==> src/rtl/ifu_pkg.sv <==
// Shared types and constants for the instruction fetch unit.
package ifu_pkg;

    // Fetch sequencer states, in the order a normal fetch walks through them.
    typedef enum logic [2:0] {
        S_BOOT,
        S_AR,
        S_R,
        S_ISSUE,
        S_EXEC,
        S_FAULT
    } state_t;

    // AXI read response encoding; anything other than OKAY is an error.
    localparam logic [1:0] RESP_OKAY = 2'b00;

    // Reason for a pending fetch fault, as presented to the trap logic.
    typedef enum logic [1:0] {
        FC_NONE    = 2'd0,
        FC_BUS     = 2'd1,
        FC_TIMEOUT = 2'd2
    } fault_cause_t;

endpackage

==> src/rtl/ifu_fetch_ctrl.sv <==
// Fetch sequencer: one AXI-lite read per instruction, hands the word to
// decode, waits for retirement, then pulses the PC register update enable.
// Bus error responses and response timeouts become a held fetch fault.
module ifu_fetch_ctrl
    import ifu_pkg::*;
#(
    parameter int WIDTH   = 32,
    parameter int TIMEOUT = 255,
    parameter int CNT_W   = 8
) (
    input  logic             clk,
    input  logic             rst,
    input  logic [WIDTH-1:0] pc,
    output logic [WIDTH-1:0] araddr,
    output logic             arvalid,
    input  logic             arready,
    input  logic [31:0]      rdata,
    input  logic [1:0]       rresp,
    input  logic             rvalid,
    output logic             rready,
    output logic [31:0]      inst,
    output logic             inst_valid,
    input  logic             inst_ready,
    input  logic             wb_done,
    output logic             pc_update,
    output logic             fetch_fault,
    output logic [1:0]       fault_cause,
    output logic [WIDTH-1:0] fault_pc,
    input  logic             fault_ack
);

    // A zero TIMEOUT turns the watchdog off entirely.
    localparam bit               TMO_EN    = (TIMEOUT != 0);
    localparam logic [CNT_W-1:0] TMO_LIMIT = CNT_W'(TIMEOUT);

    state_t       state;
    state_t       state_nxt;
    fault_cause_t fault_cause_q;
    logic [CNT_W-1:0] tmo_cnt;

    logic tmo_expired;
    logic take_inst;
    logic take_err;
    logic timeout_fault;
    logic fault_clr;

    assign tmo_expired = TMO_EN && (tmo_cnt == TMO_LIMIT);
    assign araddr      = arvalid ? pc : '0;
    assign fault_cause = fault_cause_q;

    // Next-state and output decode; reset forces every handshake output low.
    always_comb begin
        // NOTE: every signal written here gets a default first, so no path
        // through the case leaves one unassigned and no latch is inferred.
        state_nxt     = state;
        arvalid       = 1'b0;
        rready        = 1'b0;
        inst_valid    = 1'b0;
        pc_update     = 1'b0;
        fetch_fault   = 1'b0;
        take_inst     = 1'b0;
        take_err      = 1'b0;
        timeout_fault = 1'b0;
        fault_clr     = 1'b0;

        case (state)
            S_BOOT: begin
                state_nxt = S_AR;
            end
            S_AR: begin
                arvalid = 1'b1;
                if (arready) begin
                    state_nxt = S_R;
                end else if (tmo_expired) begin
                    timeout_fault = 1'b1;
                    state_nxt     = S_FAULT;
                end
            end
            S_R: begin
                rready = 1'b1;
                if (rvalid) begin
                    if (rresp == RESP_OKAY) begin
                        take_inst = 1'b1;
                        state_nxt = S_ISSUE;
                    end else begin
                        take_err  = 1'b1;
                        state_nxt = S_FAULT;
                    end
                end else if (tmo_expired) begin
                    timeout_fault = 1'b1;
                    state_nxt     = S_FAULT;
                end
            end
            S_ISSUE: begin
                inst_valid = 1'b1;
                if (inst_ready) begin
                    state_nxt = S_EXEC;
                end
            end
            S_EXEC: begin
                if (wb_done) begin
                    pc_update = 1'b1;
                    state_nxt = S_AR;
                end
            end
            S_FAULT: begin
                fetch_fault = 1'b1;
                if (fault_ack) begin
                    pc_update = 1'b1;
                    fault_clr = 1'b1;
                    state_nxt = S_AR;
                end
            end
            default: begin
                state_nxt = S_BOOT;
            end
        endcase

        // Outputs drop in the same cycle reset is seen, not one edge later.
        if (!rst) begin
            state_nxt     = S_BOOT;
            arvalid       = 1'b0;
            rready        = 1'b0;
            inst_valid    = 1'b0;
            pc_update     = 1'b0;
            fetch_fault   = 1'b0;
            take_inst     = 1'b0;
            take_err      = 1'b0;
            timeout_fault = 1'b0;
            fault_clr     = 1'b0;
        end
    end

    // State register.
    always_ff @(posedge clk) begin
        // NOTE: state is written with <= so every register in this edge sees
        // the pre-edge values, regardless of the order of the statements.
        if (!rst) begin
            state <= S_BOOT;
        end else begin
            state <= state_nxt;
        end
    end

    // Instruction, fault record and watchdog counter.
    always_ff @(posedge clk) begin
        if (!rst) begin
            inst          <= '0;
            fault_cause_q <= FC_NONE;
            fault_pc      <= '0;
            tmo_cnt       <= '0;
        end else begin
            // Counter restarts on every entry to S_AR and runs across S_AR+S_R.
            if (state_nxt == S_AR && state != S_AR) begin
                tmo_cnt <= '0;
            end else if (state == S_AR || state == S_R) begin
                tmo_cnt <= tmo_cnt + 1'b1;
            end

            if (take_inst) begin
                inst <= rdata;
            end

            if (take_err) begin
                fault_cause_q <= FC_BUS;
                fault_pc      <= pc;
            end else if (timeout_fault) begin
                fault_cause_q <= FC_TIMEOUT;
                fault_pc      <= pc;
            end else if (fault_clr) begin
                fault_cause_q <= FC_NONE;
            end
        end
    end

endmodule

==> config.mk <==
export PLATFORM = sky130hd
export DESIGN_NAME = ifu_fetch_ctrl
export DESIGN_NICKNAME = d
export VERILOG_FILES = /design/src/rtl/ifu_pkg.sv /design/src/rtl/ifu_fetch_ctrl.sv
export SDC_FILE = /design/constraint.sdc
export NUM_CORES = 1
export LEC_CHECK = 0
export ABC_AREA = 0
export ABC_CLOCK_PERIOD_IN_PS = 3100
export CAP_MARGIN = 10
export CORE_AREA = 2 2 94 96
export CTS_BUF_LIST = sky130_fd_sc_hd__clkbuf_2
export DETAILED_ROUTE_END_ITERATION = 10
export DIE_AREA = 0 0 96 98
export PLACE_DENSITY = 0.85
export SYNTH_ARGS = -nofsm -noshare
export SYNTH_HDL_FRONTEND = slang
export SYNTH_SLANG_ARGS = --single-unit
==> constraint.sdc <==
create_clock -name clk -period 3.1 [get_ports clk]
set_clock_uncertainty 0.15 [all_clocks]
set_input_delay 0.465 -clock clk [delete_from_list [all_inputs] [get_ports clk]]
set_output_delay 0.465 -clock clk [all_outputs]
set_load 0.05 [all_outputs]
==> flow_metrics.py, run 1 <==
metrics = {
    "run_status": {
        "status": "finished, final reports clean",
    },
    "grt": {
        "grt.overflow.total": 0,
        "antenna_found_initial": 0,
        "grt_first_pass_wirelength_mm": 15.6,
        "grt_pass1_vias": 3366,
        "grt_max_degree": 40,
        "groute.usage.overall": 0.209,
    },
    "final_layout": {
        "syn_to_final_growth_pct": 70.3,
        "nFillCells": 668,
        "diodes": 0,
        "fin_area_sq_mm": 0.00558,
        "drive_above_1_share": 0.122,
        "final_cells": 655,
        "fin_util": 0.659,
        "nets": 616,
        "ff_latch_area_sq_mm": 0.00154,
        "multiInputGateArea_sq_mm": 0.00156,
    },
    "place": {
        "hpwl_mm": 7.42,
        "dp_cells": 639,
        "place_area_sq_mm": 0.00546,
        "gp_congestion": 0.845,
        "port_buffers": 175,
    },
    "floorplan": {
        "die_w_um": 96,
        "dieArea_sq_mm": 0.00941,
        "start_util": 0.387,
        "row_count": 34,
        "die_y_um": 98,
        "ios": 176,
        "core_region_area_sq_mm": 0.00847,
    },
    "flow_run": {
        "maxCapViolCount": 0,
    },
    "sta": {
        "fin_hold_ws_ps": 317,
        "fin_crit_sh": 0.928,
        "worst_slew_pin_slew_ps": 553,
        "finalHoldViolations": 0,
        "relSlewSlack": 0.630,
        "fin_crit_ps": 2880,
        "slew_viol_final": 0,
        "grt_setup_unrepaired": "no",
        "setup_viol": 0,
        "fmax_mhz": 348,
        "setup_tns_ps": 0,
    },
    "clock_tree": {
        "hold_buffers": 0,
        "htree_levels": 3,
        "ctsResizeCount": 0,
        "cts_root_buf": "clkbuf_2",
        "cts.path.max_buffers": 2,
        "clk_pin_slew_worst_paths_ps": 250,
        "cts_buffers": 9,
        "cts_tree": "yes",
        "clock-sinks": 77,
        "post_cts.repair.setup_buffers": 0,
        "worstSkewPairLatency_ps": 490,
    },
    "synthesis": {
        "ys_ff_latch": 77,
        "synthesis.nets": 449,
        "seq_area_frac_synth": 0.471,
        "syn_area_per_cell_sq_um": 8.73,
        "syn_inst": 375,
        "synth_warnings": 0,
        "synthDistinctLibCells": 38,
        "syn_area_sq_mm": 0.00327,
    },
    "routing": {
        "vias": 3238,
        "drtAntennaViolNets": 0,
        "drtIter0Drc": 96,
        "drtPass1Iterations": 4,
        "wirelength_mm": 9.75,
        "wl_per_cell_um": 14.9,
        "drcViolationCount": 0,
        "viasPerCell": 4.94,
    },
    "setup_path": {
        "crit_family": "simple AND/OR/NAND/NOR gates",
        "worstPathMaxFanout": 32,
        "worstSetupStartpointType": "register",
        "worstPathArrival_ps": 2260,
        "worst_setup_path_end_kind": "primary output",
        "slowest_stage": "dfxtp_1",
        "path_buf_inv": 2,
        "crit_path_cell_trace": "nor3b_4 > buf_4 > and3_1 > buf_12",
        "slowest_delay_ps": 600,
        "cp.required_ps": 2480,
        "critical_path_class": "reg2out",
    },
    "hold_path": {
        "hold_class": "in2reg",
    },
    "power": {
        "peakVddDrop_uv": 200,
        "p_per_area_mw_per_mm2": 373,
        "power_leakage_nw": 2.09,
    },
}
synth_stat cells:
library cell | number | area share
nand3b_1 | 2 | 0.0046
nor2b_1 | 6 | 0.011
ha_1 | 1 | 0.0038
o21ai_0 | 3 | 0.0046
nor3_1 | 1 | 0.0015
or2b_1 | 1 | 0.0023
mux2i_1 | 33 | 0.10
xnor2_1 | 6 | 0.016
and3_1 | 38 | 0.073
buf_12 | 3 | 0.018
a222oi_1 | 1 | 0.0031
o21bai_1 | 2 | 0.0046
xor2_1 | 2 | 0.0054
nor2_1 | 43 | 0.049
o41ai_2 | 1 | 0.0050
dfxtp_1 | 77 | 0.47
a32oi_1 | 1 | 0.0027
o21a_1 | 1 | 0.0023
clkbuf_1 | 22 | 0.025
a2bb2oi_1 | 1 | 0.0027
nor3b_2 | 1 | 0.0038
a2111oi_4 | 1 | 0.0084
o211ai_1 | 1 | 0.0023
nand2b_1 | 1 | 0.0019
and2_1 | 1 | 0.0019
or3b_1 | 2 | 0.0054
inv_1 | 4 | 0.0046
clkinv_1 | 1 | 0.0011
o31ai_1 | 1 | 0.0023
nand4_1 | 1 | 0.0019
nor3b_1 | 3 | 0.0069
a21oi_1 | 35 | 0.053
nand3_1 | 4 | 0.0061
buf_4 | 1 | 0.0023
nor4_1 | 1 | 0.0019
nand2_1 | 68 | 0.078
a31oi_1 | 2 | 0.0038
buf_6 | 2 | 0.0069
where the power goes:
part           internal, mW  switching (mW)  leakage (nW)  total (mW)
sequential             1.01          0.0189         0.621        1.03
clock                 0.195           0.368        0.0687       0.563
combinational         0.243           0.251          1.40       0.494
worst register-to-register path: cells and delay by family, from the launching register on:
| family | cells | cell delay (ps) |
|---|---|---|
| flip-flops | 1 | 630 |
| AO/OA/AOI/OAI | 2 | 600 |
| AND/OR/NAND/NOR | 2 | 500 |
| buffers and inverters | 1 | 250 |
| multiplexers | 1 | 240 |
logic make-up after synthesis:
logic type | Yosys count | synth area share
fa+ha+maj | 1 | 0.00382
simple gates | 173 | 0.250
buf+inv | 33 | 0.0585
compound gates | 50 | 0.0952
xor+xnor | 8 | 0.0214
mux | 33 | 0.101
flops | 77 | 0.471
sequential cells by signal, summed over array words and instances, names as in the netlist:
name and cells:
tmo_cnt 8, fault_pc 32, inst 32, state 3
fault_cause 2
worst paths after layout:
kind,cells past startpoint,slack (ps),to,from
worst min-delay path,3,320,inst[24],rdata[24]
worst min register to register,2,320,inst[31],inst[31]
worst max register to register,6,620,fault_pc[29],state[1]
worst max-delay path,4,220,araddr[12],state[0]
metrics by stage:
stage	worst slack (ps)	power (mW)
2_1_floorplan	511	1.28
3_3_place_gp	354	1.53
3_5_place_dp	280	1.54
4_1_cts	156	2.10
5_1_grt	44.8	2.17
6_report	223	2.08
area by class of cell:
class                   instances  share of cell area
clock inverters                 6              0.0128
well taps                     108              0.0242
inverters                       5             0.00336
repair buffers                184               0.395
multi-input cells             265               0.279
flip-flops and latches         77               0.276
clock buffers                  10             0.00897
placed cells by master, fill, tap and decap left out, types with 2 or more instances in the layout:
cell type        Yosys  final
nor2b_1              6      6
o21ai_0              3      3
clkdlybuf4s50_1      0    138
nand2_1             68     68
a31oi_1              2      2
or3b_1               2      2
xor2_1               2      2
nand3_1              4      4
clkinvlp_4           0      2
clkinv_4             0      2
nor2_1              43     43
a21oi_1             35     35
nor3b_1              3      3
clkbuf_2             0     10
buf_4                1      8
mux2i_1             33     33
inv_1                4      4
nand3b_1             2      2
and3_1              38     38
xnor2_1              6      6
buf_12               3     38
dfxtp_1             77     77
per-layer routing:
layer | vias to the layer above | global-route usage | wire (um)
met5 | - | 0 | 0
met1 | 1486 | 0.230 | 3860
li1 | 1594 | - | -
met3 | 17 | 0.0718 | 889
met4 | 0 | 0.0736 | 175
met2 | 141 | 0.366 | 4820
Power figures use the tool's default switching activity.
==> inputs of run 2 (changes only) <==
--- a/config.mk
+++ b/config.mk
@@ -7,7 +7,6 @@
 export LEC_CHECK = 0
 export ABC_AREA = 0
 export ABC_CLOCK_PERIOD_IN_PS = 3100
-export CAP_MARGIN = 10
 export CORE_AREA = 2 2 94 96
 export CTS_BUF_LIST = sky130_fd_sc_hd__clkbuf_2
 export DETAILED_ROUTE_END_ITERATION = 10
==> results of run 2 <==
Same layout as run 1: the final DEF is identical, and so are final timing and power.
